### config.mk
export PLATFORM = sky130hd
export DESIGN_NAME = mcycle_ctrl_flat
export DESIGN_NICKNAME = d
export VERILOG_FILES = /design/src/rtl/mcycle_ctrl_if.sv /design/src/rtl/mcycle_ctrl.sv /design/src/flat_wrapper.sv
export SDC_FILE = /design/constraint.sdc
export NUM_CORES = 1
export LEC_CHECK = 0
export BUFFER_PORTS_ARGS = -buffer_cell sky130_fd_sc_hd__buf_2
export CELL_PAD_IN_SITES_DETAIL_PLACEMENT = 0
export CELL_PAD_IN_SITES_GLOBAL_PLACEMENT = 2
export CORE_MARGIN = 3
export CORE_UTILIZATION = 25
export DETAILED_ROUTE_END_ITERATION = 8
export PLACE_DENSITY = 0.82
export SLEW_MARGIN = 30
export SYNTH_ARGS = -nofsm -noshare
export SYNTH_HDL_FRONTEND = slang
export SYNTH_SLANG_ARGS = --single-unit
### constraint.sdc
create_clock -name clk -period 1.81 [get_ports clk]
set_input_delay 0.362 -clock clk [delete_from_list [all_inputs] [get_ports clk]]
set_output_delay 0.362 -clock clk [all_outputs]
set_load 0.1 [all_outputs]
### src/rtl/mcycle_ctrl_if.sv
// ---------------------------------------------------------------------------
// mcycle_ctrl_if
// Bundle between the multicycle controller and its datapath/memory.
//   op_i        : opcode field of the instruction register (datapath -> ctrl)
//   zero_i      : ALU zero flag (datapath -> ctrl)
//   memready_i  : memory finishes the current read/write this cycle
//   memread_o .. irwrite_o           : 1-bit datapath strobes and selects
//   pcsource_o, alusrcb_o, aluop_o   : 2-bit mux selects / ALU op class
//   state_o     : current controller state, for debug
//   trap_o      : sticky halt flag
//   trapcause_o : 0 = illegal opcode, 1 = memory timeout (valid with trap_o)
// master = datapath side, slave = controller side.
// ---------------------------------------------------------------------------
interface mcycle_ctrl_if;
  logic [5:0] op_i;
  logic       zero_i;
  logic       memready_i;
  logic       memread_o;
  logic       memwrite_o;
  logic       alusrca_o;
  logic       memtoreg_o;
  logic       iord_o;
  logic       pcen_o;
  logic       regwrite_o;
  logic       regdst_o;
  logic       irwrite_o;
  logic [1:0] pcsource_o;
  logic [1:0] alusrcb_o;
  logic [1:0] aluop_o;
  logic [3:0] state_o;
  logic       trap_o;
  logic       trapcause_o;

  modport master (
    output op_i, zero_i, memready_i,
    input  memread_o, memwrite_o, alusrca_o, memtoreg_o, iord_o, pcen_o,
           regwrite_o, regdst_o, irwrite_o, pcsource_o, alusrcb_o, aluop_o,
           state_o, trap_o, trapcause_o
  );

  modport slave (
    input  op_i, zero_i, memready_i,
    output memread_o, memwrite_o, alusrca_o, memtoreg_o, iord_o, pcen_o,
           regwrite_o, regdst_o, irwrite_o, pcsource_o, alusrcb_o, aluop_o,
           state_o, trap_o, trapcause_o
  );
endinterface

### src/rtl/mcycle_ctrl.sv
// ---------------------------------------------------------------------------
// mcycle_ctrl
// Multicycle MIPS-style control FSM with memory wait handling, a per-access
// not-ready timeout and a sticky trap state (illegal opcode / timeout).
// Ports:
//   clk : clock, all state changes on the rising edge
//   rst : synchronous active-high reset
//   bus : mcycle_ctrl_if.slave -- opcode, zero flag, memready in;
//         datapath strobes/selects, debug state and trap status out
// Parameters:
//   MEM_TIMEOUT  : allowed consecutive not-ready cycles per access (0 = none)
//   SUPPORT_BNE  : 1 decodes bne, 0 treats it as illegal
//   SUPPORT_ADDI : 1 decodes addi, 0 treats it as illegal
// ---------------------------------------------------------------------------
module mcycle_ctrl #(
  parameter int MEM_TIMEOUT  = 16,
  parameter bit SUPPORT_BNE  = 1'b1,
  parameter bit SUPPORT_ADDI = 1'b1
) (
  input logic         clk,
  input logic         rst,
  mcycle_ctrl_if.slave bus
);

  typedef enum logic [3:0] {
    S_FETCH   = 4'd0,  S_DECODE  = 4'd1,  S_MEMADR = 4'd2,  S_MEMRD  = 4'd3,
    S_MEMWB   = 4'd4,  S_MEMWR   = 4'd5,  S_RTYPEEX = 4'd6, S_RTYPEWB = 4'd7,
    S_BREX    = 4'd8,  S_JEX     = 4'd9,  S_ADDIEX = 4'd10, S_ADDIWB = 4'd11,
    S_TRAP    = 4'd15
  } state_t;

  localparam logic [5:0] OP_R    = 6'b000000;
  localparam logic [5:0] OP_LW   = 6'b100011;
  localparam logic [5:0] OP_SW   = 6'b101011;
  localparam logic [5:0] OP_BEQ  = 6'b000100;
  localparam logic [5:0] OP_BNE  = 6'b000101;
  localparam logic [5:0] OP_J    = 6'b000010;
  localparam logic [5:0] OP_ADDI = 6'b001000;

  localparam int CNT_W = (MEM_TIMEOUT < 1) ? 1 : $clog2(MEM_TIMEOUT + 1);
  // Count value seen on the last tolerated not-ready cycle.
  localparam logic [CNT_W-1:0] CNT_LAST = CNT_W'((MEM_TIMEOUT > 0) ? MEM_TIMEOUT - 1 : 0);

  state_t           state_q, state_d;
  logic [CNT_W-1:0] wait_cnt_q, wait_cnt_d;
  logic             is_sw_q, is_sw_d;
  logic             is_bne_q, is_bne_d;
  logic             cause_q, cause_d;
  logic             waiting;

  logic       memread, memwrite, alusrca, memtoreg, iord, pcen;
  logic       regwrite, regdst, irwrite;
  logic [1:0] pcsource, alusrcb, aluop;

  always_ff @(posedge clk) begin
    if (rst) begin
      state_q    <= S_FETCH;
      wait_cnt_q <= '0;
      cause_q    <= 1'b0;
      is_sw_q    <= 1'b0;
      is_bne_q   <= 1'b0;
    end else begin
      state_q    <= state_d;
      wait_cnt_q <= wait_cnt_d;
      cause_q    <= cause_d;
      is_sw_q    <= is_sw_d;
      is_bne_q   <= is_bne_d;
    end
  end

  always_comb begin
    state_d    = state_q;
    wait_cnt_d = '0;
    cause_d    = cause_q;
    is_sw_d    = is_sw_q;
    is_bne_d   = is_bne_q;
    waiting    = 1'b0;
    memread    = 1'b0;
    memwrite   = 1'b0;
    alusrca    = 1'b0;
    memtoreg   = 1'b0;
    iord       = 1'b0;
    pcen       = 1'b0;
    regwrite   = 1'b0;
    regdst     = 1'b0;
    irwrite    = 1'b0;
    pcsource   = 2'b00;
    alusrcb    = 2'b00;
    aluop      = 2'b00;

    case (state_q)
      S_FETCH: begin
        memread = 1'b1;
        alusrcb = 2'b01;
        irwrite = bus.memready_i;
        pcen    = bus.memready_i;
        waiting = 1'b1;
        if (bus.memready_i) state_d = S_DECODE;
      end
      S_DECODE: begin
        alusrcb  = 2'b11;
        // Latch the op class so later states ignore op_i.
        is_sw_d  = (bus.op_i == OP_SW);
        is_bne_d = (bus.op_i == OP_BNE);
        if (bus.op_i == OP_LW || bus.op_i == OP_SW)                   state_d = S_MEMADR;
        else if (bus.op_i == OP_R)                                    state_d = S_RTYPEEX;
        else if (bus.op_i == OP_BEQ || (SUPPORT_BNE && bus.op_i == OP_BNE)) state_d = S_BREX;
        else if (bus.op_i == OP_J)                                    state_d = S_JEX;
        else if (SUPPORT_ADDI && bus.op_i == OP_ADDI)                 state_d = S_ADDIEX;
        else begin
          state_d = S_TRAP;
          cause_d = 1'b0;
        end
      end
      S_MEMADR: begin
        alusrca = 1'b1;
        alusrcb = 2'b10;
        state_d = is_sw_q ? S_MEMWR : S_MEMRD;
      end
      S_MEMRD: begin
        memread = 1'b1;
        iord    = 1'b1;
        waiting = 1'b1;
        if (bus.memready_i) state_d = S_MEMWB;
      end
      S_MEMWB: begin
        memtoreg = 1'b1;
        regwrite = 1'b1;
        state_d  = S_FETCH;
      end
      S_MEMWR: begin
        memwrite = 1'b1;
        iord     = 1'b1;
        waiting  = 1'b1;
        if (bus.memready_i) state_d = S_FETCH;
      end
      S_RTYPEEX: begin
        alusrca = 1'b1;
        aluop   = 2'b10;
        state_d = S_RTYPEWB;
      end
      S_RTYPEWB: begin
        regdst   = 1'b1;
        regwrite = 1'b1;
        state_d  = S_FETCH;
      end
      S_BREX: begin
        alusrca  = 1'b1;
        aluop    = 2'b01;
        pcsource = 2'b01;
        pcen     = is_bne_q ? ~bus.zero_i : bus.zero_i;
        state_d  = S_FETCH;
      end
      S_JEX: begin
        pcsource = 2'b10;
        pcen     = 1'b1;
        state_d  = S_FETCH;
      end
      S_ADDIEX: begin
        alusrca = 1'b1;
        alusrcb = 2'b10;
        state_d = S_ADDIWB;
      end
      S_ADDIWB: begin
        regwrite = 1'b1;
        state_d  = S_FETCH;
      end
      S_TRAP:  state_d = S_TRAP;
      default: state_d = S_FETCH;
    endcase

    // Counter is zero outside wait states and on any ready cycle, so it is
    // already clear whenever a wait state is entered.
    if (waiting && !bus.memready_i) begin
      wait_cnt_d = (&wait_cnt_q) ? wait_cnt_q : wait_cnt_q + 1'b1;
      if (MEM_TIMEOUT > 0 && wait_cnt_q >= CNT_LAST) begin
        state_d = S_TRAP;
        cause_d = 1'b1;
      end
    end
  end

  assign bus.memread_o   = memread  & ~rst;
  assign bus.memwrite_o  = memwrite & ~rst;
  assign bus.alusrca_o   = alusrca  & ~rst;
  assign bus.memtoreg_o  = memtoreg & ~rst;
  assign bus.iord_o      = iord     & ~rst;
  assign bus.pcen_o      = pcen     & ~rst;
  assign bus.regwrite_o  = regwrite & ~rst;
  assign bus.regdst_o    = regdst   & ~rst;
  assign bus.irwrite_o   = irwrite  & ~rst;
  assign bus.pcsource_o  = pcsource & {2{~rst}};
  assign bus.alusrcb_o   = alusrcb  & {2{~rst}};
  assign bus.aluop_o     = aluop    & {2{~rst}};
  assign bus.state_o     = state_q;
  assign bus.trap_o      = (state_q == S_TRAP);
  assign bus.trapcause_o = cause_q;

endmodule

### src/flat_wrapper.sv
// flat-port wrapper written by rule: the top's interface ports become plain ports
module mcycle_ctrl_flat 
#(
  parameter int MEM_TIMEOUT  = 16,
  parameter bit SUPPORT_BNE  = 1'b1,
  parameter bit SUPPORT_ADDI = 1'b1
)
  (clk, rst, bus_op_i, bus_zero_i, bus_memready_i, bus_memread_o, bus_memwrite_o, bus_alusrca_o, bus_memtoreg_o, bus_iord_o, bus_pcen_o, bus_regwrite_o, bus_regdst_o, bus_irwrite_o, bus_pcsource_o, bus_alusrcb_o, bus_aluop_o, bus_state_o, bus_trap_o, bus_trapcause_o);
  mcycle_ctrl_if bus_i ();
  input logic clk;
  input logic rst;
  input wire logic [$bits(bus_i.op_i)-1:0] bus_op_i;
  input wire logic [$bits(bus_i.zero_i)-1:0] bus_zero_i;
  input wire logic [$bits(bus_i.memready_i)-1:0] bus_memready_i;
  output wire logic [$bits(bus_i.memread_o)-1:0] bus_memread_o;
  output wire logic [$bits(bus_i.memwrite_o)-1:0] bus_memwrite_o;
  output wire logic [$bits(bus_i.alusrca_o)-1:0] bus_alusrca_o;
  output wire logic [$bits(bus_i.memtoreg_o)-1:0] bus_memtoreg_o;
  output wire logic [$bits(bus_i.iord_o)-1:0] bus_iord_o;
  output wire logic [$bits(bus_i.pcen_o)-1:0] bus_pcen_o;
  output wire logic [$bits(bus_i.regwrite_o)-1:0] bus_regwrite_o;
  output wire logic [$bits(bus_i.regdst_o)-1:0] bus_regdst_o;
  output wire logic [$bits(bus_i.irwrite_o)-1:0] bus_irwrite_o;
  output wire logic [$bits(bus_i.pcsource_o)-1:0] bus_pcsource_o;
  output wire logic [$bits(bus_i.alusrcb_o)-1:0] bus_alusrcb_o;
  output wire logic [$bits(bus_i.aluop_o)-1:0] bus_aluop_o;
  output wire logic [$bits(bus_i.state_o)-1:0] bus_state_o;
  output wire logic [$bits(bus_i.trap_o)-1:0] bus_trap_o;
  output wire logic [$bits(bus_i.trapcause_o)-1:0] bus_trapcause_o;
  assign bus_i.op_i = bus_op_i;
  assign bus_i.zero_i = bus_zero_i;
  assign bus_i.memready_i = bus_memready_i;
  assign bus_memread_o = bus_i.memread_o;
  assign bus_memwrite_o = bus_i.memwrite_o;
  assign bus_alusrca_o = bus_i.alusrca_o;
  assign bus_memtoreg_o = bus_i.memtoreg_o;
  assign bus_iord_o = bus_i.iord_o;
  assign bus_pcen_o = bus_i.pcen_o;
  assign bus_regwrite_o = bus_i.regwrite_o;
  assign bus_regdst_o = bus_i.regdst_o;
  assign bus_irwrite_o = bus_i.irwrite_o;
  assign bus_pcsource_o = bus_i.pcsource_o;
  assign bus_alusrcb_o = bus_i.alusrcb_o;
  assign bus_aluop_o = bus_i.aluop_o;
  assign bus_state_o = bus_i.state_o;
  assign bus_trap_o = bus_i.trap_o;
  assign bus_trapcause_o = bus_i.trapcause_o;
  mcycle_ctrl #(.MEM_TIMEOUT(MEM_TIMEOUT), .SUPPORT_BNE(SUPPORT_BNE), .SUPPORT_ADDI(SUPPORT_ADDI)) u_core (.clk(clk), .rst(rst), .bus(bus_i));
endmodule
After elaboration in Yosys (flattened, before gate mapping). Cells that the tools add are included.

$add $sub $neg: 1. Magnitude comparators: 1. Equality and inequality tests: 18. Mux-type cells: 34. Bitwise operators: 15. Reductions and logical operators: 14.

Operators by type and width (number): $mux W4 (9); $pmux W4 S8 (1); $eq A4 B4 Y1 const B (5); $mux W1 (18); $eq A4 B3 Y1 const B (4); $eq A6 B3 Y1 const B (2); $eq A6 B6 Y1 const B (2); $and A1 B1 Y1 (9); $eq A4 B2 Y1 const B (2); $pmux W2 S2 (2); $reduce_or A2 Y1 (4); $and A2 B2 Y2 (3); $eq A6 B2 Y1 const B (1); $eq A6 B4 Y1 const B (1); $logic_not A6 Y1 (1); $mux W3 (2); $pmux W2 S3 (1); $reduce_or A3 Y1 (2); $add A5 B1 Y5 const B (1); $ge A5 B4 Y1 const B (1); $reduce_and A5 Y1 (1); $eq A4 B1 Y1 const B (1); $logic_not A4 Y1 (1); $reduce_or A4 Y1 (1); 5 further kinds (8).

Flip-flop bits (word level): 12. Input port bits: 10. Output and inout bits: 21. Logic and storage cells: 88.

Logic depth before layout (Yosys ltp). Gate-level depths: netlist (run 1).

Depth after elaboration: 9. Mapped depth: 7. Gate-level depth less buffers: 7.

Worst setup path before layout (run 1). OpenSTA, ideal clock, no wires.

Kind: register to output. Start point: register u_core.state_q[2], in the netlist u_core.bus.state_o[2]. End point: output bus_irwrite_o. Arrival time: 5.200 ns. Required time: 1.448 ns. Slack: -3.752 ns. Stages on the path, launching flop included: 5. Path buffers: 2. Path through: dfxtp_1 buf_2 buf_1 nor4_1 and3b_1.

Cells in the longest elaborated chain, start to end: 3.

Ends and longest elaborated chain: start: declaration (RTL line mcycle_ctrl.sv:44) `state_t state_q, state_d;`; start signal: assignment (RTL line mcycle_ctrl.sv:63) `state_q <= state_d;`; $logic_not A4 Y1 (RTL line mcycle_ctrl.sv:91) `case (state_q)`; $mux W1 (RTL line mcycle_ctrl.sv:91); $and A1 B1 Y1 (RTL line mcycle_ctrl.sv:191) `assign bus.irwrite_o = irwrite & ~rst;`; end: declaration (RTL line flat_wrapper.sv:23) `output wire logic [$bits(bus_i.irwrite_o)-1:0] bus_irwrite_o;`.

Every way passes these cells.

Final worst setup path (run 1).
Start point: register u_core.state_q[0], in the netlist u_core.bus.state_o[0]. End point: output bus_regwrite_o.

Cells in the longest elaborated chain, start to end: 4. Elaborated cells on any way between the ends: 6. Classes of those cells: 3 x eq/ne; 1 x mux; 1 x bitwise; 1 x reduce/logical.

Ends and longest elaborated chain: $eq A4 B3 Y1 or $eq A4 B4 Y1 (tied branches) (RTL line mcycle_ctrl.sv:91); $reduce_or A3 Y1 (no source line) *; $mux W1 * (RTL line mcycle_ctrl.sv:91); $and A1 B1 Y1 * (RTL line mcycle_ctrl.sv:189) `assign bus.regwrite_o = regwrite & ~rst;`; end: declaration (RTL line flat_wrapper.sv:21) `output wire logic [$bits(bus_i.regwrite_o)-1:0] bus_regwrite_o;`.

Every way passes the cells marked *; elsewhere a longest branch is shown, timed or not.

==> run metrics, run 1 <==
status complete, but fails checks; failing checks negative setup slack; IO Pins 31; Avg Inst Size Synth 7.76 um^2; CP arrival 1470 ps; DRC 0; top_reg_cell synth dfxtp_1; post-synthesis sequential area ratio 0.242; DIE AREA 0.00477 mm^2; wire per inst 14.5 um; crit path launch type register; Final Hold Fails 0; hold depth 3; initial antenna violation count 0; worst flop-to-flop path endpoint u_core.bus.state_o[1]$_SDFF_PP0_; Post-synth EDFFs 0; CTS HTree Levels 1; hold_ws 436 ps; setup ws final -22.8 ps; grt total ovfl 0; relative slew slack 0.676; final setup violation count 1; RR Startpoint u_core.wait_cnt_q[1]$_SDFFE_PP0N_; # nets final 190; clock transition at the registers of the reported paths 50 ps; Syn Nets 141; Root Buffer clkbuf_8; vias in the first global route 1109; clk sink count 12; core area 0.00374 mm^2; IO Port Bufs 30; Distinct cells, synth 41; RSZ-0062 raised after global routing yes; final period utilization 1.01; asr flop ratio synth 0; Pins Over Slew Limit 0; Pleak 0.744 nW; Synth Instances 128; layout cells sized above 1 0.557; Hold Crit Class input pin to register; min cycle time layout 1830 ps; pin count of the biggest net entering global routing 12; worst reg-to-reg path cell count 7; skew final 2.39 ps; initial DRC count 48; DPL Wire Length 2270 um; max frequency 546 MHz; Area Growth Syn to Fin 95.3%; via/cell ratio 5.13; Synth Warn # 0; Worst Setup End Kind output pin; VDD IR max 0.000721 V; CTS tree yes; Critical Path Fanout Max 10; chip height 69.0 um; Inserted Diodes 0; CP Data Required Time 1450 ps; register-to-register setup slack 100 ps; #FFs+latches synth 12; Worst-Margin Slew 489 ps; row cnt 22; vias 1149; Die W 69.0 um; Critical path origin u_core.bus.state_o[0]$_SDFF_PP0_; Final Core Density 0.518; WS Path Type register to output pin; Post-DRT Antenna Nets 0; gpl congestion 0.728; starting density of the core 0.265; max-cap viol count 0; Total Wirelength 3260 um; mapped cell area 993 um^2; first-pass GRT wire length 5330 um; number of CTS-inserted buffers 3; pwr/cell area 1710 mW/mm^2; aggregate global-route resource usage 0.133; deepest clock path buffer count 2; Critical path destination bus_regwrite_o; Pre-antenna DRT Iters 4; Worst-Skew Late Latency 250 ps
## per-stage QoR
step                TNS (ps)  total power [mW]  area (um^2)  cells  worst slack, ps
floorplan              -7340              2.28         1330    128            -1010
global placement           0              2.69         1710    204             64.3
detailed placement     -6.03              2.70         1710    204            -5.66
CTS                        0              3.19         1860    218            0.177
global route            -203              3.46         1940    224            -65.4
finish                 -22.8              3.31         1940    224            -22.8
## cells in the final DEF (no fill, tap or decap), types with 3 or more instances in the layout
master,synthesis,layout
a21oi_1,9,9
nor2_1,14,11
xnor2_1,3,3
buf_2,5,14
nor2_4,0,3
clkbuf_8,0,4
o21ai_1,0,3
nand2b_1,9,4
o21ai_0,6,3
nand4b_1,3,3
buf_12,0,17
nand2b_4,0,5
xor2_1,3,3
dfxtp_1,12,7
nor3_4,0,5
ha_1,3,3
dfxtp_4,0,4
buf_4,1,23
nor4_4,0,3
nor4b_4,0,3
mux2i_1,4,4
nor2b_1,4,4
## layout make-up
cell class / instances / area (um^2)
fill: 348 / 1800
multi-input combinational: 103 / 956
timing repair buffer: 56 / 609
sequential: 12 / 256
tap: 48 / 60.1
clock buffer: 4 / 55.1
inverter: 1 / 3.75
## worst max-delay path: stages, from the launching register on
cell and delay, ps:
dfxtp_4 420, buf_8 170, nand2_8 70, nor2_1 150, a31oi_2 70, nor2_4 150, buf_12 180
## synthesized netlist by cell type (2+ instances only)
master    instances  area [um^2]
nor4b_1           2         17.5
buf_2             5         25.0
a21o_1            2         15.0
nand2b_1          9         56.3
nor3_1            8         40.0
xnor2_1           3         26.3
nand2_1           3         11.3
nor4_1            4         25.0
clkbuf_1          5         18.8
nand4b_1          3         26.3
nand3_1           2         10.0
xor2_1            3         26.3
nor2b_1           4         25.0
o21ai_0           6         30.0
a31oi_1           3         18.8
nor4b_2           2         30.0
ha_1              3         37.5
a211oi_1          3         22.5
nor2_1           14         52.6
mux2i_1           4         40.0
dfxtp_1          12          240
a21oi_1           9         45.0
## registers in the layout (all words and copies together), names as in the netlist
signal	count
u_core.wait_cnt_q	5
u_core.bus.state_o	4
u_core.bus.trapcause_o	1
u_core.is_bne_q	1
u_core.is_sw_q	1
## cell families (layout without fill, tap and decap cells)
logic type	count (synthesis)	in the layout	share of synthesized area
and+or+nand+nor	61	61	0.379
AOI/OAI and AO/OA	28	28	0.178
buffers and inverters	13	61	0.0592
DFF	12	12	0.242
xor gates and xnor gates	6	6	0.0529
muxes	5	5	0.0516
adders and majority gates	3	3	0.0378
## what timing repair did
action / 4_1_cts / 5_1_grt
gates resized for setup: 3 / 7
setup endpoints to repair: 13 / 13
setup buffers: 10 / 6
pin swaps: 4 / 7
hold buffers: 0 / 0
## worst min-delay path by stage
| stage | from | slack [ps] | to |
|---|---|---|---|
| 2_1_floorplan | u_core.is_bne_q$_SDFFE_PP0P_ | 440 | u_core.is_bne_q$_SDFFE_PP0P_ |
| 3_3_place_gp | u_core.is_bne_q$_SDFFE_PP0P_ | 460 | u_core.is_bne_q$_SDFFE_PP0P_ |
| 3_5_place_dp | u_core.is_bne_q$_SDFFE_PP0P_ | 460 | u_core.is_bne_q$_SDFFE_PP0P_ |
| 4_1_cts | bus_op_i[0] | 430 | u_core.is_bne_q$_SDFFE_PP0P_ |
| 5_1_grt | bus_op_i[0] | 440 | u_core.is_bne_q$_SDFFE_PP0P_ |
| 6_report | bus_op_i[0] | 440 | u_core.is_bne_q$_SDFFE_PP0P_ |
## power by group
part           internal [mW]  leakage (nW)  switching [mW]  total (mW)
registers              0.333         0.101           0.116       0.449
logic                   1.01         0.615            1.55        2.56
clock network          0.193        0.0288           0.109       0.301
total                   1.54         0.744            1.78        3.31
## routing by layer
metal	up-vias	track usage	wire length, um
li1	560	-	-
met1	550	0.165	1320
met3	4	0.0277	146
met5	-	0	0
met4	0	0.0390	43
met2	35	0.231	1740
Power figures use the tool's default switching activity.
==> run 2: changes to the inputs <==
--- a/config.mk
+++ b/config.mk
@@ -9,9 +9,9 @@
 export CELL_PAD_IN_SITES_DETAIL_PLACEMENT = 0
 export CELL_PAD_IN_SITES_GLOBAL_PLACEMENT = 2
 export CORE_MARGIN = 3
-export CORE_UTILIZATION = 25
+export CORE_UTILIZATION = 28
 export DETAILED_ROUTE_END_ITERATION = 8
-export PLACE_DENSITY = 0.82
+export PLACE_DENSITY = 0.87
 export SLEW_MARGIN = 30
 export SYNTH_ARGS = -nofsm -noshare
 export SYNTH_HDL_FRONTEND = slang
==> constraint.sdc (replaced) <==
create_clock -name clk -period 1.94 [get_ports clk]
set_input_delay 0.388 -clock clk [delete_from_list [all_inputs] [get_ports clk]]
set_output_delay 0.388 -clock clk [all_outputs]
set_load 0.1 [all_outputs]
==> run 2 against run 1 <==
Against the previous run:
- the flow now finishes without violations
- die area decreased by 9.8%
- global-route usage grew 2.3 points
- sequential power shrank 9.4%
- clock-buffer cell count unchanged
- first-iteration DRC count shrank 8.3%
- register-to-register slack improved by 50 ps
- total power is 12% lower
- worst setup slack gained 82 ps
- critical path type unchanged
- largest power group unchanged
==> run metrics, run 2 (same netlist as run 1, synthesis figures left out) <==
pre-CTS WS 79.4 ps; Post-DRT Antenna Nets 0; IO Pins 31; WHS Endpoint u_core.is_bne_q$_SDFFE_PP0P_; DR WL met2 1750 um; RR Startpoint u_core.wait_cnt_q[0]$_SDFFE_PP0N_; commonest non-fill, non-tap cell in the layout buf_4; pwr/cell area 1560 mW/mm^2; # nets final 191; hold depth 3; DPL Wire Length 2190 um; pin count of the biggest net entering global routing 12; core area 0.00339 mm^2; final period utilization 0.969; Routed met3 length 89 um; Final Hold Fails 0; worst reg-to-reg path cell count 7; crit path launch type register; CTS HTree Levels 1; CTS tree yes; DRC 0; vias in the first global route 1115; number of CTS-inserted buffers 3; row cnt 21; Area Growth Syn to Fin 88.8%; CP Data Required Time 1550 ps; Root Buffer clkbuf_4; wire per inst 14.6 um; first-pass GRT wire length 5200 um; gpl congestion 0.742; chip height 65.6 um; most frequent cells in the layout buf_4 (24), buf_12 (16), buf_2 (14); M1 WL 1400 um; register-to-register setup slack 150 ps; max frequency 532 MHz; aggregate global-route resource usage 0.156; Final Non-Filler Cells 223; worst flop-to-flop path endpoint u_core.bus.state_o[1]$_SDFF_PP0_; Pleak 0.723 nW; Hold Crit Class input pin to register; grt total ovfl 0; vias 1166; WS Path Type register to output pin; status completed; dpl cells 197; relative slew slack 0.677; highest routed layer met4; Worst-Skew Late Latency 280 ps; clock transition at the registers of the reported paths 90 ps; clk sink count 12; Critical Path Fanout Max 8; Hold Path Origin bus_op_i[0]; final setup violation count 0; Total Wirelength 3250 um; Worst Setup End Kind output pin; Die W 65.6 um; Layout fillers 284; area of the multi-input gates 932 um^2; CP arrival 1490 ps; max FFs per register 5; max-cap viol count 0; deepest clock path buffer count 2; via/cell ratio 5.23; initial DRC count 44; DIE AREA 0.00430 mm^2; Largest Register u_core.wait_cnt_q; hold-fix buffers at CTS 0; Inserted Diodes 0; min cycle time layout 1880 ps; setup ws final 59.5 ps; initial antenna violation count 0; VDD IR max 0.000693 V; register area 255 um^2; Pre-antenna DRT Iters 4; Worst-Margin Slew 489 ps; skew final 14.8 ps; Pins Over Slew Limit 0; IO Port Bufs 30; layout cells sized above 1 0.542; starting density of the core 0.293
==> run 2: area by class of cell <==
class | count | area share
repair buffers | 57 | 0.320
clock buffers | 4 | 0.0140
multi-input cells | 103 | 0.497
flip-flops and latches | 12 | 0.136
inverters | 1 | 0.00200
well taps | 46 | 0.0307
==> run 2: how the worst max path moves through the flow <==
stage | startpoint | to | slack (ps) | cells past startpoint
after global placement | u_core.wait_cnt_q[0]$_SDFFE_PP0N_ | u_core.bus.state_o[1]$_SDFF_PP0_ | 170 | 7
after floorplan | u_core.bus.state_o[2]$_SDFF_PP0_ | bus_irwrite_o | -910 | 4
final | u_core.bus.state_o[1]$_SDFF_PP0_ | bus_aluop_o[0] | 60 | 3
after detailed placement | u_core.wait_cnt_q[0]$_SDFFE_PP0N_ | u_core.bus.state_o[1]$_SDFF_PP0_ | 80 | 7
after global routing | u_core.bus.state_o[2]$_SDFF_PP0_ | bus_memwrite_o | -10 | 5
after CTS | u_core.bus.state_o[1]$_SDFF_PP0_ | bus_alusrcb_o[1] | 8 | 4
==> run 2: routing by layer <==
metal | global-route usage | vias to the layer above
li1 | - | 569
met1 | 0.192 | 582
met2 | 0.271 | 13
met3 | 0.0376 | 2
met4 | 0.0415 | 0
met5 | 0 | -
==> run 2: per-stage QoR <==
stage	total power, mW	hold slack [ps]	TNS, ps	area [um^2]	util
after floorplan	2.09	444	-5840	1310	-
after global placement	2.40	461	0	1640	0.482
after detailed placement	2.42	466	0	1640	0.482
after CTS	2.79	413	0	1780	0.526
after global routing	3.06	437	-19.2	1880	0.553
final	2.92	414	0	1880	0.553
==> run 2: what timing repair did <==
action | in CTS | in global routing
pin swaps | 0 | 5
endpoints found under the setup margin | 5 | 10
setup buffers | 14 | 8
resized for setup | 1 | 11
gates cloned | 0 | 0
==> run 2: power by group <==
| part | internal [mW] | switching (mW) |
|---|---|---|
| clock network | 0.0797 | 0.0889 |
| logic | 0.919 | 1.43 |
| registers | 0.309 | 0.0976 |
==> run 2: critical path, cell delays in order (launching register included) <==
cell and delay, ps:
dfxtp_4 390, buf_4 180, nor4_4 410, buf_12 230
